File: src/rtl/uart_rx.sv
// UART receiver (8N1 by default). Recovers bytes from the asynchronous
// uart_rxd line by sampling each bit at its midpoint, and reports good
// bytes, framing errors and line breaks as single-cycle strobes.
module uart_rx #(
  parameter int BIT_RATE     = 9600,
  parameter int PAYLOAD_BITS = 8,
  parameter int CLK_HZ       = 20_000_000
) (
  input  logic                    clk,
  input  logic                    rst,
  input  logic                    uart_rxd,
  input  logic                    uart_rx_en,
  output logic                    uart_rx_valid,
  output logic [PAYLOAD_BITS-1:0] uart_rx_data,
  output logic                    uart_rx_break,
  output logic                    uart_rx_ferr
);

  localparam int CYCLES_PER_BIT = CLK_HZ / BIT_RATE;
  localparam int HALF_BIT       = CYCLES_PER_BIT / 2;
  localparam int CW             = $clog2(CYCLES_PER_BIT);
  localparam int BW             = $clog2(PAYLOAD_BITS + 1);

  localparam logic [CW-1:0] CNT_FULL = CW'(CYCLES_PER_BIT - 1);
  localparam logic [CW-1:0] CNT_HALF = CW'(HALF_BIT - 1);
  localparam logic [BW-1:0] BIT_LAST = BW'(PAYLOAD_BITS - 1);

  typedef enum logic [1:0] {
    IDLE,
    START,
    DATA,
    STOP
  } state_e;

  state_e                  state_q, state_d;
  logic                    rxd_m_q, rxd_m_d;
  logic                    rxd_s_q, rxd_s_d;
  logic                    rxd_prev_q, rxd_prev_d;
  logic [CW-1:0]           cnt_q, cnt_d;
  logic [BW-1:0]           bit_q, bit_d;
  logic [PAYLOAD_BITS-1:0] sr_q, sr_d;
  logic [PAYLOAD_BITS-1:0] data_q, data_d;
  logic                    valid_q, valid_d;
  logic                    break_q, break_d;
  logic                    ferr_q, ferr_d;

  logic hit_half;
  logic hit_full;
  logic start_edge;
  logic abort;

  assign hit_half   = (cnt_q == CNT_HALF);
  assign hit_full   = (cnt_q == CNT_FULL);
  // Only a 1->0 transition arms reception, so a line held low after a break
  // cannot retrigger until it has returned high.
  assign start_edge = rxd_prev_q & ~rxd_s_q;
  assign abort      = (state_q != IDLE) && !uart_rx_en;

  // State and datapath registers with synchronous reset
  always_ff @(posedge clk) begin
    if (rst) begin
      state_q    <= IDLE;
      rxd_m_q    <= 1'b1;
      rxd_s_q    <= 1'b1;
      rxd_prev_q <= 1'b1;
      cnt_q      <= '0;
      bit_q      <= '0;
      sr_q       <= '0;
      data_q     <= '0;
      valid_q    <= 1'b0;
      break_q    <= 1'b0;
      ferr_q     <= 1'b0;
    end else begin
      state_q    <= state_d;
      rxd_m_q    <= rxd_m_d;
      rxd_s_q    <= rxd_s_d;
      rxd_prev_q <= rxd_prev_d;
      cnt_q      <= cnt_d;
      bit_q      <= bit_d;
      sr_q       <= sr_d;
      data_q     <= data_d;
      valid_q    <= valid_d;
      break_q    <= break_d;
      ferr_q     <= ferr_d;
    end
  end

  // Next-state logic: start detect, mid-bit sampling points, enable abort
  always_comb begin
    state_d = state_q;
    if (abort) begin
      state_d = IDLE;
    end else begin
      case (state_q)
        IDLE:  if (uart_rx_en && start_edge) state_d = START;
        START: if (hit_half) state_d = rxd_s_q ? IDLE : DATA;
        DATA:  if (hit_full && (bit_q == BIT_LAST)) state_d = STOP;
        STOP:  if (hit_full) state_d = IDLE;
        default: state_d = IDLE;
      endcase
    end
  end

  // Datapath and output strobes: counters, shift register, result registers
  always_comb begin
    rxd_m_d    = uart_rxd;
    rxd_s_d    = rxd_m_q;
    rxd_prev_d = rxd_s_q;
    cnt_d      = cnt_q;
    bit_d      = bit_q;
    sr_d       = sr_q;
    data_d     = data_q;
    valid_d    = 1'b0;
    break_d    = 1'b0;
    ferr_d     = 1'b0;
    if (abort) begin
      cnt_d = '0;
      bit_d = '0;
    end else begin
      case (state_q)
        IDLE: begin
          cnt_d = '0;
          bit_d = '0;
        end
        START: begin
          cnt_d = hit_half ? '0 : cnt_q + 1'b1;
          bit_d = '0;
        end
        DATA: begin
          if (hit_full) begin
            cnt_d = '0;
            sr_d  = {rxd_s_q, sr_q[PAYLOAD_BITS-1:1]};
            bit_d = bit_q + 1'b1;
          end else begin
            cnt_d = cnt_q + 1'b1;
          end
        end
        STOP: begin
          if (hit_full) begin
            cnt_d = '0;
            if (rxd_s_q) begin
              data_d  = sr_q;
              valid_d = 1'b1;
            end else if (sr_q == '0) begin
              break_d = 1'b1;
            end else begin
              ferr_d = 1'b1;
            end
          end else begin
            cnt_d = cnt_q + 1'b1;
          end
        end
        default: begin
          cnt_d = '0;
          bit_d = '0;
        end
      endcase
    end
  end

  assign uart_rx_valid = valid_q;
  assign uart_rx_data  = data_q;
  assign uart_rx_break = break_q;
  assign uart_rx_ferr  = ferr_q;

endmodule
File: config.mk
export PLATFORM = sky130hd
export DESIGN_NAME = uart_rx
export DESIGN_NICKNAME = d
export VERILOG_FILES = /design/src/rtl/uart_rx.sv
export SDC_FILE = /design/constraint.sdc
export NUM_CORES = 1
export LEC_CHECK = 0
export CAP_MARGIN = 25
export CORE_MARGIN = 2
export CORE_UTILIZATION = 55
export DETAILED_ROUTE_END_ITERATION = 8
export PLACE_DENSITY_LB_ADDON = 0.05
export SLEW_MARGIN = 20
export SYNTH_ARGS = -nofsm -noshare
export SYNTH_HDL_FRONTEND = slang
export SYNTH_SLANG_ARGS = --single-unit
File: constraint.sdc
create_clock -name clk -period 1.95 [get_ports clk]
set_input_delay 0.2925 -clock clk [delete_from_list [all_inputs] [get_ports clk]]
set_output_delay 0.2925 -clock clk [all_outputs]
set_load 0.005 [all_outputs]
==> run_results.csv, run 1 <==
group,metric,value,unit
route,wl_per_cell,12.4,µm
route,viasPerCell,5.33,
sta,finalHoldViolCount,0,
floorplan,die-area,0.00360,mm²
global_route,grt.overflow.total,0,
clocking,cts_root_buf,"clkbuf_4",
floorplan,fp.dieH,60.0,µm
clocking,clock_sinks,40,
worst_setup_path,arrival,2030,ps
route,drt_pre_antenna_iters,4,
hold_path,holdPathEnd,"rxd_prev_d$_SDFF_PP1_",
worst_setup_path,path_cells,"nor4_4 > nand4_4 > or4b_4 > a21oi_2",
sta,hold_ws,430,ps
place,place.gp.congestion,0.814,
sta,fmax,579,MHz
floorplan,ioPinCount,15,
worst_setup_path,r2r_slack,220,ps
route,dr.first_iter.drc_count,71,
sta,tightest_slew,622,ps
place,postPlaceCellArea,0.00193,mm²
floorplan,std_cell_rows,20,
yosys,syn_inst,172,
pwr,peakVddDrop,451,µV
yosys,synth_seq_area_share,46.4,%
yosys,ys_warn_count,0,
sta,period_minus_slack,1730,ps
clocking,ctsHoldBuffers,0,
cells_and_area,drive_gt1_share,14.0,%
yosys,syn-num-nets,180,
yosys,ys_ff_latch,40,
route,wirelength,2940,µm
place,hpwl,2130,µm
cells_and_area,postLayoutCellArea,0.00202,mm²
clocking,clk_pin_slew,130,ps
hold_path,worstHoldPathCells,1,
cells_and_area,antenna_cells,0,
clocking,cts_tree,"built",
global_route,grt_usage,19.9,%
place,port_buffers,14,
worst_setup_path,worstPathRequired,2250,ps
worst_setup_path,crit_family,"simple AND/OR/NAND/NOR gates",
pwr,p_leak,0.751,nW
route,drcViolationCount,0,
worst_setup_path,crit_path_top_delay_cell,"or4b_4",
clocking,clk_latency,360,ps
sta,period_share,88.6,%
worst_setup_path,end_kind,"flip-flop",
route,vias,1264,
worst_setup_path,cp_num_buf_inv,0,
status,outcome,"complete, no violations",
global_route,grt_pass1_wl,5310,µm
hold_path,min_path_type,"reg2reg",
worst_setup_path,rr_startpoint,"cnt_q[2]$_SDFF_PP0_",
clocking,clockBufferDepth,2,
sta,slew_headroom,58.2,%
worst_setup_path,critPathKind,"reg2reg",
yosys,ys_top_cells_by_area,"dfxtp_1, mux2i_1, nor2_1",
pwr,finalPower,1.41,mW
sta,setup_tns,0,ps
sta,drv_slew,0,
worst_setup_path,cpPeakStageDelay,530,ps
worst_setup_path,r2r-end,"uart_rx_ferr$_SDFF_PP0_",
sta,setup_viol,0,
global_route,grt_max_degree,21,
cells_and_area,nets,200,
sta,skew,12.5,ps
pwr,powerDensity,700,mW/mm²
route,ant_nets,0,
clocking,cts_made_buffers,5,
yosys,ys_types,38,
clocking,cts_setup_buffers,0,
yosys,synthesis.area,0.00173,mm²
floorplan,fp.coreArea,0.00303,mm²
yosys,syn_avg_cell_area,10.0,µm²
run,cap_violations,0,
global_route,grt_pass1_vias,1246,
yosys,synth_top_cell_area_share,46.4,%
worst_setup_path,path_max_fanout,7,
yosys,yosysTopAreaCell,"dfxtp_1",
floorplan,start_util,57.0,%
cells_and_area,area_growth,16.9,%
worst_setup_path,reg2reg_depth,4,
clocking,ctsHtreeMaxLevel,2,
floorplan,die_w,60.0,µm
global_route,grt_antenna_before_repair,0,
hold_path,min-delay-start,"rxd_m_q$_SDFF_PP1_",
worst_setup_path,cp-start-kind,"flip-flop",
clocking,ctsResizeCount,0,
sta,rsz0062_at_grt,"false",
-- worst max path at each step --
stage	start	to	depth (start not counted)
after floorplan	cnt_q[2]$_SDFF_PP0_	uart_rx_ferr$_SDFF_PP0_	4
after global placement	uart_rx_en	uart_rx_data[1]$_SDFFE_PP0P_	6
after detailed placement	uart_rx_en	uart_rx_data[6]$_SDFFE_PP0P_	6
after CTS	cnt_q[0]$_SDFF_PP0_	uart_rx_ferr$_SDFF_PP0_	6
after global routing	cnt_q[0]$_SDFF_PP0_	uart_rx_ferr$_SDFF_PP0_	6
final	cnt_q[2]$_SDFF_PP0_	uart_rx_ferr$_SDFF_PP0_	4
-- state kept, by name, summed over array words and instances (netlist names), named ones only --
| name | cells |
|---|---|
| cnt_q | 12 |
| sr_q | 8 |
| uart_rx_data | 8 |
| bit_q | 4 |
| rxd_m_q | 1 |
| rxd_prev_d | 1 |
| rxd_prev_q | 1 |
| state_q | 1 |
| uart_rx_break | 1 |
| uart_rx_ferr | 1 |
| uart_rx_valid | 1 |
-- final cells by class --
class | instances | area (µm²)
Fill cell | 249 | 1010
Timing Repair Buffer | 19 | 178
Multi-Input combinational cell | 123 | 888
Inverter | 3 | 11.3
Clock buffer | 5 | 37.5
Sequential cell | 40 | 801
Tap cell | 44 | 55.1
Clock inverter | 3 | 46.3
-- synthesized netlist by cell type (all sizes together) --
cell    instances
a21oi           3
mux2i          17
buf             2
or4b            1
dfxtp          40
or4             1
nor4            3
and4b           1
ha              4
o221a           1
nor2b           1
nand2b          9
and3            2
xor2            8
nor4bb          4
nand3           6
xnor2           3
nand2           7
mux2            1
nand4           5
nor2           29
o31ai           1
a22oi           1
nand3b          3
a21bo           1
or2             3
clkbuf          4
and4            3
and3b           2
inv             3
nor3b           2
o211ai          1
-- where the power goes --
part | switching [mW] | total (mW) | internal, mW
sequential | 0.00298 | 0.823 | 0.820
combinational | 0.0111 | 0.0255 | 0.0143
clock | 0.289 | 0.563 | 0.274
-- layer usage --
layer,wire length (µm),global-route usage [%],vias to the layer above
li1,-,-,638
met4,54,7.62,0
met5,0,0,-
met1,1390,24.4,607
met2,1380,32.3,14
met3,108,6.28,5
-- kinds of logic after synthesis --
group | synth area share, %
buffers and inverters | 2.10
AND/OR/NAND/NOR | 28.9
AO/OA/AOI/OAI | 3.63
XOR/XNOR | 5.58
flip-flops | 46.4
adder cells (fa/ha/maj) | 2.90
multiplexers | 10.5
-- metrics by stage --
step / std cells / utilization [%] / setup WS [ps]
after floorplan: 172 / - / 386
after global placement: 229 / 63.8 / 139
after detailed placement: 229 / 63.8 / 113
after CTS: 237 / 66.6 / 216
after global routing: 237 / 66.6 / 81.3
final: 237 / 66.6 / 222
-- cells in the final DEF, fill, tap and decap left out, types with 3 or more instances in the layout --
cell type / n
xnor2_1: 3
nand4_1: 4
inv_1: 3
ha_1: 4
dfxtp_1: 40
clkbuf_4: 5
buf_4: 5
nand2b_1: 9
nor2_1: 28
nand3_1: 6
nand3b_1: 3
nand2_1: 7
nor4bb_1: 4
xor2_1: 8
clkdlybuf4s50_1: 14
or2_2: 3
mux2i_1: 17
Note: power is estimated with default switching activity, not from simulation.
==> inputs of run 2 (changes only) <==
--- a/config.mk
+++ b/config.mk
@@ -9,3 +9,3 @@
 export CORE_MARGIN = 2
-export CORE_UTILIZATION = 55
+export CORE_UTILIZATION = 50
 export DETAILED_ROUTE_END_ITERATION = 8
==> constraint.sdc (replaced) <==
create_clock -name clk -period 1.4 [get_ports clk]
set_input_delay 0.21 -clock clk [delete_from_list [all_inputs] [get_ports clk]]
set_output_delay 0.21 -clock clk [all_outputs]
set_load 0.1 [all_outputs]
==> run 2 against run 1 <==
Effect of this change:
- the run now ends with negative setup slack left
- clock skew fell by 5.1 ps
- global-route usage fell by 1.9 points
- combinational power rose by 60%
- critical endpoint unchanged
- highest routed layer unchanged
==> run_results.csv, run 2 (synthesis gave the netlist of run 1 again) <==
group,metric,value,unit
status,violations,"negative setup slack",
cells_and_area,layout_commonest_cell,"dfxtp_1",
clocking,cts_root_buf,"clkbuf_4",
pwr,finalPower,1.72,mW
global_route,grt_pass1_wl,5740,µm
route,drt_pre_antenna_iters,4,
route,drcViolationCount,0,
sta,setup_viol,36,
place,hpwl,2330,µm
worst_setup_path,arrival,1880,ps
clocking,clock_sinks,40,
place,place.gp.congestion,0.840,
clocking,cts_made_buffers,5,
sta,fmax,624,MHz
run,cap_violations,0,
worst_setup_path,worstPathRequired,1680,ps
worst_setup_path,path_max_fanout,5,
sta,period_minus_slack,1600,ps
floorplan,std_cell_rows,21,
sta,hold_ws,437,ps
clocking,cts_setup_buffers,0,
cells_and_area,antenna_cells,0,
floorplan,die_w,62.7,µm
sta,period_share,114,%
place,port_buffers,14,
sta,rsz0062_at_grt,"true",
sta,skew,7.42,ps
worst_setup_path,critPathKind,"reg2reg",
pwr,p_leak,0.884,nW
pwr,peakVddDrop,592,µV
pwr,powerDensity,751,mW/mm²
sta,drv_slew,0,
route,dr.first_iter.drc_count,45,
worst_setup_path,rr_startpoint,"cnt_q[3]$_SDFF_PP0_",
hold_path,min_path_type,"reg2reg",
cells_and_area,largest_reg_flops,12,
cells_and_area,postLayoutCellArea,0.00229,mm²
cells_and_area,nFillCells,263,
hold_path,min-delay-start,"rxd_m_q$_SDFF_PP1_",
route,ant_nets,0,
worst_setup_path,cp-start-kind,"flip-flop",
global_route,grt.overflow.total,0,
sta,slew_headroom,72.1,%
clocking,clk_pin_slew,110,ps
route,wirelength,3120,µm
sta,tightest_slew,415,ps
status,outcome,"complete, but fails checks",
global_route,grt_max_degree,22,
cells_and_area,regMostFlops,"cnt_q",
floorplan,die-area,0.00394,mm²
cells_and_area,area_growth,32.8,%
cells_and_area,nets,218,
clocking,clockBufferDepth,2,
route,wl_per_cell,12.2,µm
global_route,grt_usage,18.0,%
route,viasPerCell,5.14,
clocking,clk_latency,330,ps
sta,worst_slack,-203,ps
route,vias,1317,
clocking,ctsHtreeMaxLevel,2,
global_route,grt_antenna_before_repair,0,
sta,finalHoldViolCount,0,
floorplan,ioPinCount,15,
global_route,grt_pass1_vias,1327,
floorplan,fp.dieH,62.7,µm
cells_and_area,drive_gt1_share,31.9,%
clocking,cts_tree,"built",
floorplan,fp.coreArea,0.00334,mm²
worst_setup_path,critPathLaunch,"cnt_q[3]$_SDFF_PP0_",
worst_setup_path,end_kind,"flip-flop",
cells_and_area,mostFrequentLayoutCells,"dfxtp_1, nor2_1, buf_4",
floorplan,start_util,51.7,%
place,postPlaceCellArea,0.00221,mm²
-- run 2: metal layers --
metal  vias to the layer above  track usage [%]  part of all wire, %
li1                        674                -                    -
met1                       618             23.5                   48
met2                        23             29.4                   47
met3                         2             4.14                  4.3
met4                         0             5.83                 0.45
met5                         -                0                    0
-- run 2: area by class of cell --
class                           instances  area (µm²)  share of cell area (%)
Tap cell                               46        57.6                    2.51
Multi-Input combinational cell        123         927                    40.5
Timing Repair Buffer                   37         439                    19.2
Clock buffer                            5        37.5                    1.64
Clock inverter                          2        12.5                   0.546
Sequential cell                        40         806                    35.2
Inverter                                3        11.3                   0.492
-- run 2: path summary, 6_finish.rpt --
path,slack [ps],endpoint,cells past startpoint
max,-200,uart_rx_ferr$_SDFF_PP0_,4
min,440,rxd_prev_d$_SDFF_PP1_,1
max reg2reg,-200,uart_rx_ferr$_SDFF_PP0_,4
min reg2reg,440,rxd_prev_d$_SDFF_PP1_,1
-- run 2: per-stage QoR --
| step | setup TNS [ps] | utilization (%) | std cells | setup WS (ps) |
|---|---|---|---|---|
| 6_report | -3910 | 68.7 | 256 | -203 |
| 5_1_grt | -7550 | 68.7 | 256 | -302 |
| 4_1_cts | -4500 | 67.9 | 256 | -215 |
| 3_5_place_dp | -7950 | 66.1 | 249 | -305 |
| 3_3_place_gp | -6880 | 66.1 | 249 | -274 |
| 2_1_floorplan | -2220 | - | 172 | -127 |
-- run 2: critical path: stages, from the launching register on --
cell     delay [ps]
dfxtp_2         350
nor4_4          380
nand4_4         190
or4b_4          520
a21oi_2         110
-- run 2: repair_timing --
action,4_1_cts,5_1_grt
pin swaps,3,0
hold buffers,0,0
gates resized for setup,2,7
setup endpoints to repair,36,36
-- run 2: where the power goes --
part / internal [mW] / leakage (nW) / switching [mW] / total (mW)
combinational: 0.0231 / 0.532 / 0.0179 / 0.0409
sequential: 1.14 / 0.325 / 0.00379 / 1.15
clock: 0.183 / 0.0271 / 0.351 / 0.534
total: 1.35 / 0.884 / 0.372 / 1.72
